<file path="config.mk">
export PLATFORM = sky130hd
export DESIGN_NAME = control_unit_mc
export DESIGN_NICKNAME = d
export VERILOG_FILES = /design/src/rtl/cpu_isa_pkg.sv /design/src/rtl/isa_decoder.sv /design/src/rtl/control_unit_mc.sv
export SDC_FILE = /design/constraint.sdc
export NUM_CORES = 1
export LEC_CHECK = 0
export CAP_MARGIN = 5
export CORE_ASPECT_RATIO = 0.7
export CORE_UTILIZATION = 35
export DETAILED_ROUTE_END_ITERATION = 7
export PLACE_DENSITY = 0.69
export SYNTH_ARGS = -nofsm -noshare
export SYNTH_HDL_FRONTEND = slang
export SYNTH_SLANG_ARGS = --single-unit
</file>
<file path="constraint.sdc">
create_clock -name CLK -period 2.5 [get_ports CLK]
set_input_delay 0.375 -clock CLK [delete_from_list [all_inputs] [get_ports CLK]]
set_output_delay 0.375 -clock CLK [all_outputs]
set_load 0.02 [all_outputs]
</file>
<file path="src/rtl/cpu_isa_pkg.sv">
// Shared ISA definitions: opcodes, ALU/shift encodings, decode classes,
// control-unit FSM state encoding and the registered control bundle.
package cpu_isa_pkg;

    localparam logic [7:0] OP_LOADI = 8'h00;
    localparam logic [7:0] OP_MOV   = 8'h01;
    localparam logic [7:0] OP_ADD   = 8'h02;
    localparam logic [7:0] OP_SUB   = 8'h03;
    localparam logic [7:0] OP_AND   = 8'h04;
    localparam logic [7:0] OP_OR    = 8'h05;
    localparam logic [7:0] OP_J     = 8'h06;
    localparam logic [7:0] OP_BEQ   = 8'h07;
    localparam logic [7:0] OP_LWD   = 8'h08;
    localparam logic [7:0] OP_LWI   = 8'h09;
    localparam logic [7:0] OP_SWD   = 8'h0A;
    localparam logic [7:0] OP_SWI   = 8'h0B;
    localparam logic [7:0] OP_BNE   = 8'h0C;
    localparam logic [7:0] OP_SLL   = 8'h0D;
    localparam logic [7:0] OP_SRL   = 8'h0E;
    localparam logic [7:0] OP_SRA   = 8'h0F;
    localparam logic [7:0] OP_ROR   = 8'h10;
    localparam logic [7:0] OP_MULT  = 8'h11;

    localparam logic [2:0] ALU_FWD   = 3'b000;
    localparam logic [2:0] ALU_ADD   = 3'b001;
    localparam logic [2:0] ALU_AND   = 3'b010;
    localparam logic [2:0] ALU_OR    = 3'b011;
    localparam logic [2:0] ALU_MULT  = 3'b100;
    localparam logic [2:0] ALU_SHIFT = 3'b101;

    localparam logic [1:0] SH_SLL = 2'b00;
    localparam logic [1:0] SH_SRL = 2'b01;
    localparam logic [1:0] SH_SRA = 2'b10;
    localparam logic [1:0] SH_ROR = 2'b11;

    // Instruction classes reported by the decoder to the sequencing FSM
    localparam logic [1:0] CLS_SINGLE  = 2'd0;
    localparam logic [1:0] CLS_MEM     = 2'd1;
    localparam logic [1:0] CLS_MULT    = 2'd2;
    localparam logic [1:0] CLS_ILLEGAL = 2'd3;

    localparam logic [2:0] ST_RUN      = 3'd0;
    localparam logic [2:0] ST_MEM      = 3'd1;
    localparam logic [2:0] ST_MEM_DONE = 3'd2;
    localparam logic [2:0] ST_MULT     = 3'd3;
    localparam logic [2:0] ST_ILLEGAL  = 3'd4;

    typedef struct packed {
        logic [2:0] aluop;
        logic [1:0] shiftmode;
        logic       we;
        logic       twoscomp;
        logic       immed;
        logic       branch;
        logic       bne;
        logic       jump;
        logic       wmux;
        logic       read;
        logic       write;
    } ctrl_t;

    // Drop every side-effecting enable while keeping datapath selects as-is
    function automatic ctrl_t clear_enables(input ctrl_t c);
        ctrl_t r;
        r        = c;
        r.we     = 1'b0;
        r.branch = 1'b0;
        r.bne    = 1'b0;
        r.jump   = 1'b0;
        r.read   = 1'b0;
        r.write  = 1'b0;
        return r;
    endfunction

endpackage

</file>
<file path="src/rtl/isa_decoder.sv">
// Combinational opcode decoder: produces the control bundle for an opcode
// and classifies it as single-cycle, memory, multiply or illegal.
module isa_decoder
    import cpu_isa_pkg::*;
#(
    parameter int OPCODE_W = 8,
    parameter int EXT_ISA  = 1
)(
    input  logic [OPCODE_W-1:0] i_opcode,
    output ctrl_t               o_ctrl,
    output logic [1:0]          o_cls
);

    localparam bit EXT = (EXT_ISA != 0);

    // Opcode to control bundle; anything unmatched (or extended ops when
    // the extension is disabled) is classed illegal
    always_comb begin
        o_ctrl = '0;
        o_cls  = CLS_SINGLE;
        case (i_opcode)
            OPCODE_W'(OP_LOADI): begin o_ctrl.immed = 1'b1; o_ctrl.we = 1'b1; end
            OPCODE_W'(OP_MOV):   o_ctrl.we = 1'b1;
            OPCODE_W'(OP_ADD):   begin o_ctrl.aluop = ALU_ADD; o_ctrl.we = 1'b1; end
            OPCODE_W'(OP_SUB):   begin o_ctrl.aluop = ALU_ADD; o_ctrl.twoscomp = 1'b1; o_ctrl.we = 1'b1; end
            OPCODE_W'(OP_AND):   begin o_ctrl.aluop = ALU_AND; o_ctrl.we = 1'b1; end
            OPCODE_W'(OP_OR):    begin o_ctrl.aluop = ALU_OR;  o_ctrl.we = 1'b1; end
            OPCODE_W'(OP_J):     o_ctrl.jump = 1'b1;
            OPCODE_W'(OP_BEQ):   begin o_ctrl.aluop = ALU_ADD; o_ctrl.twoscomp = 1'b1; o_ctrl.branch = 1'b1; end
            OPCODE_W'(OP_LWD):   begin o_ctrl.read = 1'b1; o_ctrl.wmux = 1'b1; o_cls = CLS_MEM; end
            OPCODE_W'(OP_LWI):   begin o_ctrl.read = 1'b1; o_ctrl.wmux = 1'b1; o_ctrl.immed = 1'b1; o_cls = CLS_MEM; end
            OPCODE_W'(OP_SWD):   begin o_ctrl.write = 1'b1; o_cls = CLS_MEM; end
            OPCODE_W'(OP_SWI):   begin o_ctrl.write = 1'b1; o_ctrl.immed = 1'b1; o_cls = CLS_MEM; end
            OPCODE_W'(OP_BNE): begin
                if (EXT) begin o_ctrl.aluop = ALU_ADD; o_ctrl.twoscomp = 1'b1; o_ctrl.bne = 1'b1; end
                else o_cls = CLS_ILLEGAL;
            end
            OPCODE_W'(OP_SLL), OPCODE_W'(OP_SRL), OPCODE_W'(OP_SRA), OPCODE_W'(OP_ROR): begin
                if (EXT) begin
                    o_ctrl.aluop     = ALU_SHIFT;
                    o_ctrl.shiftmode = 2'(i_opcode - OPCODE_W'(OP_SLL));
                    o_ctrl.immed     = 1'b1;
                    o_ctrl.we        = 1'b1;
                end else o_cls = CLS_ILLEGAL;
            end
            OPCODE_W'(OP_MULT): begin
                if (EXT) begin o_ctrl.aluop = ALU_MULT; o_ctrl.we = 1'b1; o_cls = CLS_MULT; end
                else o_cls = CLS_ILLEGAL;
            end
            default: o_cls = CLS_ILLEGAL;
        endcase
    end

endmodule

</file>
<file path="src/rtl/control_unit_mc.sv">
// Multi-cycle control unit: registers decoded controls and sequences
// data-memory accesses and the iterative multiplier by holding the PC.
module control_unit_mc
    import cpu_isa_pkg::*;
#(
    parameter int INSTR_W     = 32,
    parameter int OPCODE_W    = 8,
    parameter int ALUOP_W     = 3,
    parameter int EXT_ISA     = 1,
    parameter int MULT_CYCLES = 4
)(
    input  logic               CLK,
    input  logic               RESET,
    input  logic [INSTR_W-1:0] INSTRUCTION,
    input  logic               INSTR_VALID,
    input  logic               BUSYWAIT,
    output logic [ALUOP_W-1:0] ALUOP,
    output logic [1:0]         SHIFTMODE,
    output logic               WRITEENABLE,
    output logic               TWOSCOMPMUX_SEL,
    output logic               IMMEDMUX_SEL,
    output logic               BRANCHENABLE,
    output logic               BNEENABLE,
    output logic               JUMPENABLE,
    output logic               WRITEMUX_SEL,
    output logic               READ,
    output logic               WRITE,
    output logic               PC_HOLD,
    output logic               ILLEGAL
);

    ctrl_t      w_dec, r_ctrl, w_ctrl_nxt;
    logic [1:0] w_cls;
    logic [2:0] r_state, w_state_nxt;
    logic [3:0] r_cnt, w_cnt_nxt;
    logic       r_pc_hold, w_pc_hold_nxt;
    logic       r_illegal, w_illegal_nxt;
    logic       r_mem_load, w_mem_load_nxt;
    logic       w_unused_low;

    assign w_unused_low = ^INSTRUCTION[INSTR_W-OPCODE_W-1:0];

    isa_decoder #(
        .OPCODE_W (OPCODE_W),
        .EXT_ISA  (EXT_ISA)
    ) u_dec (
        .i_opcode (INSTRUCTION[INSTR_W-1 -: OPCODE_W]),
        .o_ctrl   (w_dec),
        .o_cls    (w_cls)
    );

    // Next-state and next-control computation for the sequencing FSM
    always_comb begin
        w_ctrl_nxt     = r_ctrl;
        w_state_nxt    = r_state;
        w_cnt_nxt      = r_cnt;
        w_pc_hold_nxt  = r_pc_hold;
        w_illegal_nxt  = r_illegal;
        w_mem_load_nxt = r_mem_load;
        case (r_state)
            // The memory completion cycle releases the PC, so the instruction
            // presented during it is decoded exactly as in RUN
            ST_RUN, ST_MEM_DONE: begin
                w_state_nxt   = ST_RUN;
                w_pc_hold_nxt = 1'b0;
                w_ctrl_nxt    = clear_enables(r_ctrl);
                if (INSTR_VALID) begin
                    case (w_cls)
                        CLS_SINGLE: w_ctrl_nxt = w_dec;
                        CLS_MEM: begin
                            w_ctrl_nxt     = w_dec;
                            w_pc_hold_nxt  = 1'b1;
                            w_state_nxt    = ST_MEM;
                            w_mem_load_nxt = w_dec.read;
                        end
                        CLS_MULT: begin
                            w_ctrl_nxt = w_dec;
                            if (MULT_CYCLES > 1) begin
                                w_ctrl_nxt.we = 1'b0;
                                w_pc_hold_nxt = 1'b1;
                                w_state_nxt   = ST_MULT;
                                w_cnt_nxt     = 4'(MULT_CYCLES - 1);
                            end
                        end
                        default: begin
                            w_illegal_nxt = 1'b1;
                            w_pc_hold_nxt = 1'b1;
                            w_state_nxt   = ST_ILLEGAL;
                        end
                    endcase
                end
            end
            ST_MEM: begin
                if (!BUSYWAIT) begin
                    w_ctrl_nxt.read  = 1'b0;
                    w_ctrl_nxt.write = 1'b0;
                    w_ctrl_nxt.we    = r_mem_load;
                    w_pc_hold_nxt    = 1'b0;
                    w_state_nxt      = ST_MEM_DONE;
                end
            end
            // The final multiply cycle is a plain RUN cycle with WE raised
            ST_MULT: begin
                w_cnt_nxt = r_cnt - 4'd1;
                if (r_cnt == 4'd1) begin
                    w_ctrl_nxt.we = 1'b1;
                    w_pc_hold_nxt = 1'b0;
                    w_state_nxt   = ST_RUN;
                end
            end
            ST_ILLEGAL: ;
            default: w_state_nxt = ST_RUN;
        endcase
    end

    // State and output registers with asynchronous clear
    always_ff @(posedge CLK or posedge RESET) begin
        if (RESET) begin
            r_ctrl     <= '0;
            r_state    <= ST_RUN;
            r_cnt      <= '0;
            r_pc_hold  <= 1'b0;
            r_illegal  <= 1'b0;
            r_mem_load <= 1'b0;
        end else begin
            r_ctrl     <= w_ctrl_nxt;
            r_state    <= w_state_nxt;
            r_cnt      <= w_cnt_nxt;
            r_pc_hold  <= w_pc_hold_nxt;
            r_illegal  <= w_illegal_nxt;
            r_mem_load <= w_mem_load_nxt;
        end
    end

    assign ALUOP           = ALUOP_W'(r_ctrl.aluop);
    assign SHIFTMODE       = r_ctrl.shiftmode;
    assign WRITEENABLE     = r_ctrl.we;
    assign TWOSCOMPMUX_SEL = r_ctrl.twoscomp;
    assign IMMEDMUX_SEL    = r_ctrl.immed;
    assign BRANCHENABLE    = r_ctrl.branch;
    assign BNEENABLE       = r_ctrl.bne;
    assign JUMPENABLE      = r_ctrl.jump;
    assign WRITEMUX_SEL    = r_ctrl.wmux;
    assign READ            = r_ctrl.read;
    assign WRITE           = r_ctrl.write;
    assign PC_HOLD         = r_pc_hold;
    assign ILLEGAL         = r_illegal;

endmodule

</file>
==> flow_metrics.env <==
export IMPL_status="finished clean"
export IMPL_holdWs_ns=0.457
export IMPL_critPathLaunchType="primary input"
export IMPL_max_freq_mhz=413
export IMPL_arrival_ns=2.58
export IMPL_power_density_nw_per_um2=431
export IMPL_clock_path_buffers=2
export IMPL_cts_buffers=3
export IMPL_drc=0
export IMPL_grt_usage=0.169
export IMPL_path_class="in2reg"
export IMPL_p_leak_uw=0.000938
export IMPL_syn_nets=198
export IMPL_syn_avg_cell_area_sq_um=9.52
export IMPL_netlist_instances=154
export IMPL_synth_xor_area_share=0.0119
export IMPL_vdd_ir_drop_worst_v=0.000234
export IMPL_die_area_sq_um=4460
export IMPL_synth_area_leaders="dfrtp_1, ha_1, mux2_4"
export IMPL_syn_to_final_growth_pct=41.7
export IMPL_ios=52
export IMPL_die_h_microns=56.2
export IMPL_critPathCaptureType="flop"
export IMPL_synth_compound_area_frac=0.174
export IMPL_pre_cts_ws_ns=-0.373
export IMPL_fin_crit_ns=2.42
export IMPL_finalWirelength_microns=3490
export IMPL_holdBufCountCts=0
export IMPL_cap_violations=0
export IMPL_ys_ff_latch=24
export IMPL_synth_most_common_cell="dfrtp_1"
export IMPL_setup_viol=0
export IMPL_hpwl_microns=2720
export IMPL_syn_cell_area_sq_um=1470
export IMPL_gp_congestion=0.930
export IMPL_synth_top_family_by_area="simple AND/OR/NAND/NOR gates"
export IMPL_finalSetupTns_ns=0
export IMPL_cp_required_ns=2.66
export IMPL_synthMuxAreaShare=0.0657
export IMPL_routedWlPerCell_microns=13.3
export IMPL_p_total_uw=895
export IMPL_yosysSeqAreaShare=0.410
export IMPL_port_buffers=27
export IMPL_clkTransAtPathRegs_ns=0.08
export IMPL_final_layout_size_suffix_gt1_frac=0.265
export IMPL_core_sq_um=3970
export IMPL_nets=257
export IMPL_ys_warn_count=0
export IMPL_slew_headroom=0.740
export IMPL_synth_edff_count=0
export IMPL_cts_sinks=24
export IMPL_clkLatencyLatePin_ns=0.26
export IMPL_ys_types=45
export IMPL_grt_max_degree=25
export IMPL_num_rows=19
export IMPL_die_width_microns=79.4
export IMPL_fin_crit_sh=0.969
export IMPL_fin_skew_ns=0.00500
export IMPL_rsz0062_at_grt="no"
export IMPL_grt_pass1_vias=1236
export IMPL_antenna_found_initial=0
export IMPL_htreeDepth=1
export IMPL_reg2reg_from="r_state[2]"
export IMPL_first_pass_iters=4
export IMPL_yosysTopAreaCell="dfrtp_1"
export IMPL_synth_adder_area_share=0.0683
export IMPL_synthTopCellsByCount="dfrtp_1, nor2_1, nand2_1, inv_1, o21ai_0"
export IMPL_drv_slew=0
export IMPL_hp_class="in2async"
export IMPL_floorplan_initialDensity=0.369
export IMPL_cts_root_buf="clkbuf_8"
export IMPL_grt_overflow=0
export IMPL_tightest_slew_ns=0.387
export IMPL_via_count=1345
export IMPL_synth_top_cell_area_share=0.410
export IMPL_synthSimpleGateAreaFrac=0.212
export IMPL_ant_nets=0
export IMPL_viasPerCell=5.11
export IMPL_crit_start="INSTRUCTION[31]"
export IMPL_first_iter_violations=91
export IMPL_diodes=0
export IMPL_async_flop_share=1.00
export IMPL_layout_setup_ws_ns=0.0775
export IMPL_placedCellCount=258
export IMPL_grt_pass1_wl_microns=5750
export IMPL_synth_ff_type="dfrtp_1"
export IMPL_critPathMaxFanout=4
export IMPL_cts_tree="yes"
export IMPL_fin_cells=263
export IMPL_hold_viol_final=0
[final cells by class]
cell class / instances / area, sq um
Inverter: 14 / 52.6
Sequential cell: 24 / 601
Fill cell: 372 / 1890
Multi-Input combinational cell: 111 / 800
Tap cell: 52 / 65.1
Timing Repair Buffer: 59 / 519
Clock buffer: 3 / 41.3
[repair_timing]
action / CTS / global route
setup endpoints to repair: 9 / 10
pin swaps: 3 / 0
setup buffers: 2 / 0
resized for setup: 7 / 3
[per-layer routing]
| layer | up-vias | GRT usage | part of all wire |
|---|---|---|---|
| met5 | - | 0 | 0 |
| met4 | 0 | 0.0312 | 0.0060 |
| met3 | 2 | 0.0344 | 0.044 |
| met2 | 32 | 0.251 | 0.45 |
| met1 | 651 | 0.253 | 0.50 |
| li1 | 660 | - | - |
[logic make-up after synthesis]
| logic type | count (synthesis) |
|---|---|
| XOR/XNOR | 2 |
| AO/OA/AOI/OAI | 34 |
| flip-flops | 24 |
| adder cells (fa/ha/maj) | 8 |
| multiplexers | 7 |
| buffers and inverters | 19 |
| AND/OR/NAND/NOR | 60 |
[registers in the layout, indices dropped and copies added (netlist names)]
name,cells
TWOSCOMPMUX_SEL,1
ILLEGAL,1
r_mem_load,1
PC_HOLD,1
SHIFTMODE,2
WRITE,1
ALUOP,3
BRANCHENABLE,1
r_state,3
READ,1
WRITEMUX_SEL,1
WRITEENABLE,1
JUMPENABLE,1
BNEENABLE,1
IMMEDMUX_SEL,1
r_cnt,4
[report_power, final]
part	internal [uW]	leakage, uW	switching, uW
Combinational	115	0.000612	121
Clock	108	0.0000216	117
Sequential	416	0.000304	18.7
[cell usage in the layout (no fill, tap or decap), types with 3 or more instances in the layout]
master           synthesis  final
a21oi_1                  5      5
buf_4                    0     29
buf_6                    2      3
clkbuf_8                 0      3
clkdlybuf4s50_1          0     25
dfrtp_1                 24     24
ha_1                     8      6
inv_1                   13     13
mux2_4                   5      5
nand2_1                 15     15
nand3_1                  4      4
nor2_1                  19     18
nor3_1                   7      7
o21ai_0                 10     10
[critical path, stage by stage]
cell and delay [ns]:
clkdlybuf4s50_1 0.43, buf_4 0.15, or3_1 0.44, a2111oi_4 0.43, nor4_4 0.07, a21oi_2 0.20
buf_6 0.15, mux2_2 0.33
[path summary, 6_finish.rpt]
| check | end | cells after the start | slack [ns] |
|---|---|---|---|
| worst max-delay path | TWOSCOMPMUX_SEL | 8 | 0.08 |
| worst min-delay path | r_state[2] | 3 | 0.46 |
| worst max register to register | TWOSCOMPMUX_SEL | 6 | 0.80 |
| worst min register to register | ILLEGAL | 1 | 0.47 |
| max in group asynchronous | r_mem_load | 3 | 1.81 |
| min in group CLK | ILLEGAL | 1 | 0.47 |
[through the flow]
| step | utilization | area, sq um |
|---|---|---|
| final | 0.523 | 2080 |
| after detailed placement | 0.502 | 1990 |
| after floorplan | - | 1470 |
| after global routing | 0.523 | 2080 |
| after global placement | 0.502 | 1990 |
| after CTS | 0.520 | 2060 |
(Power assumes the default switching activity.)
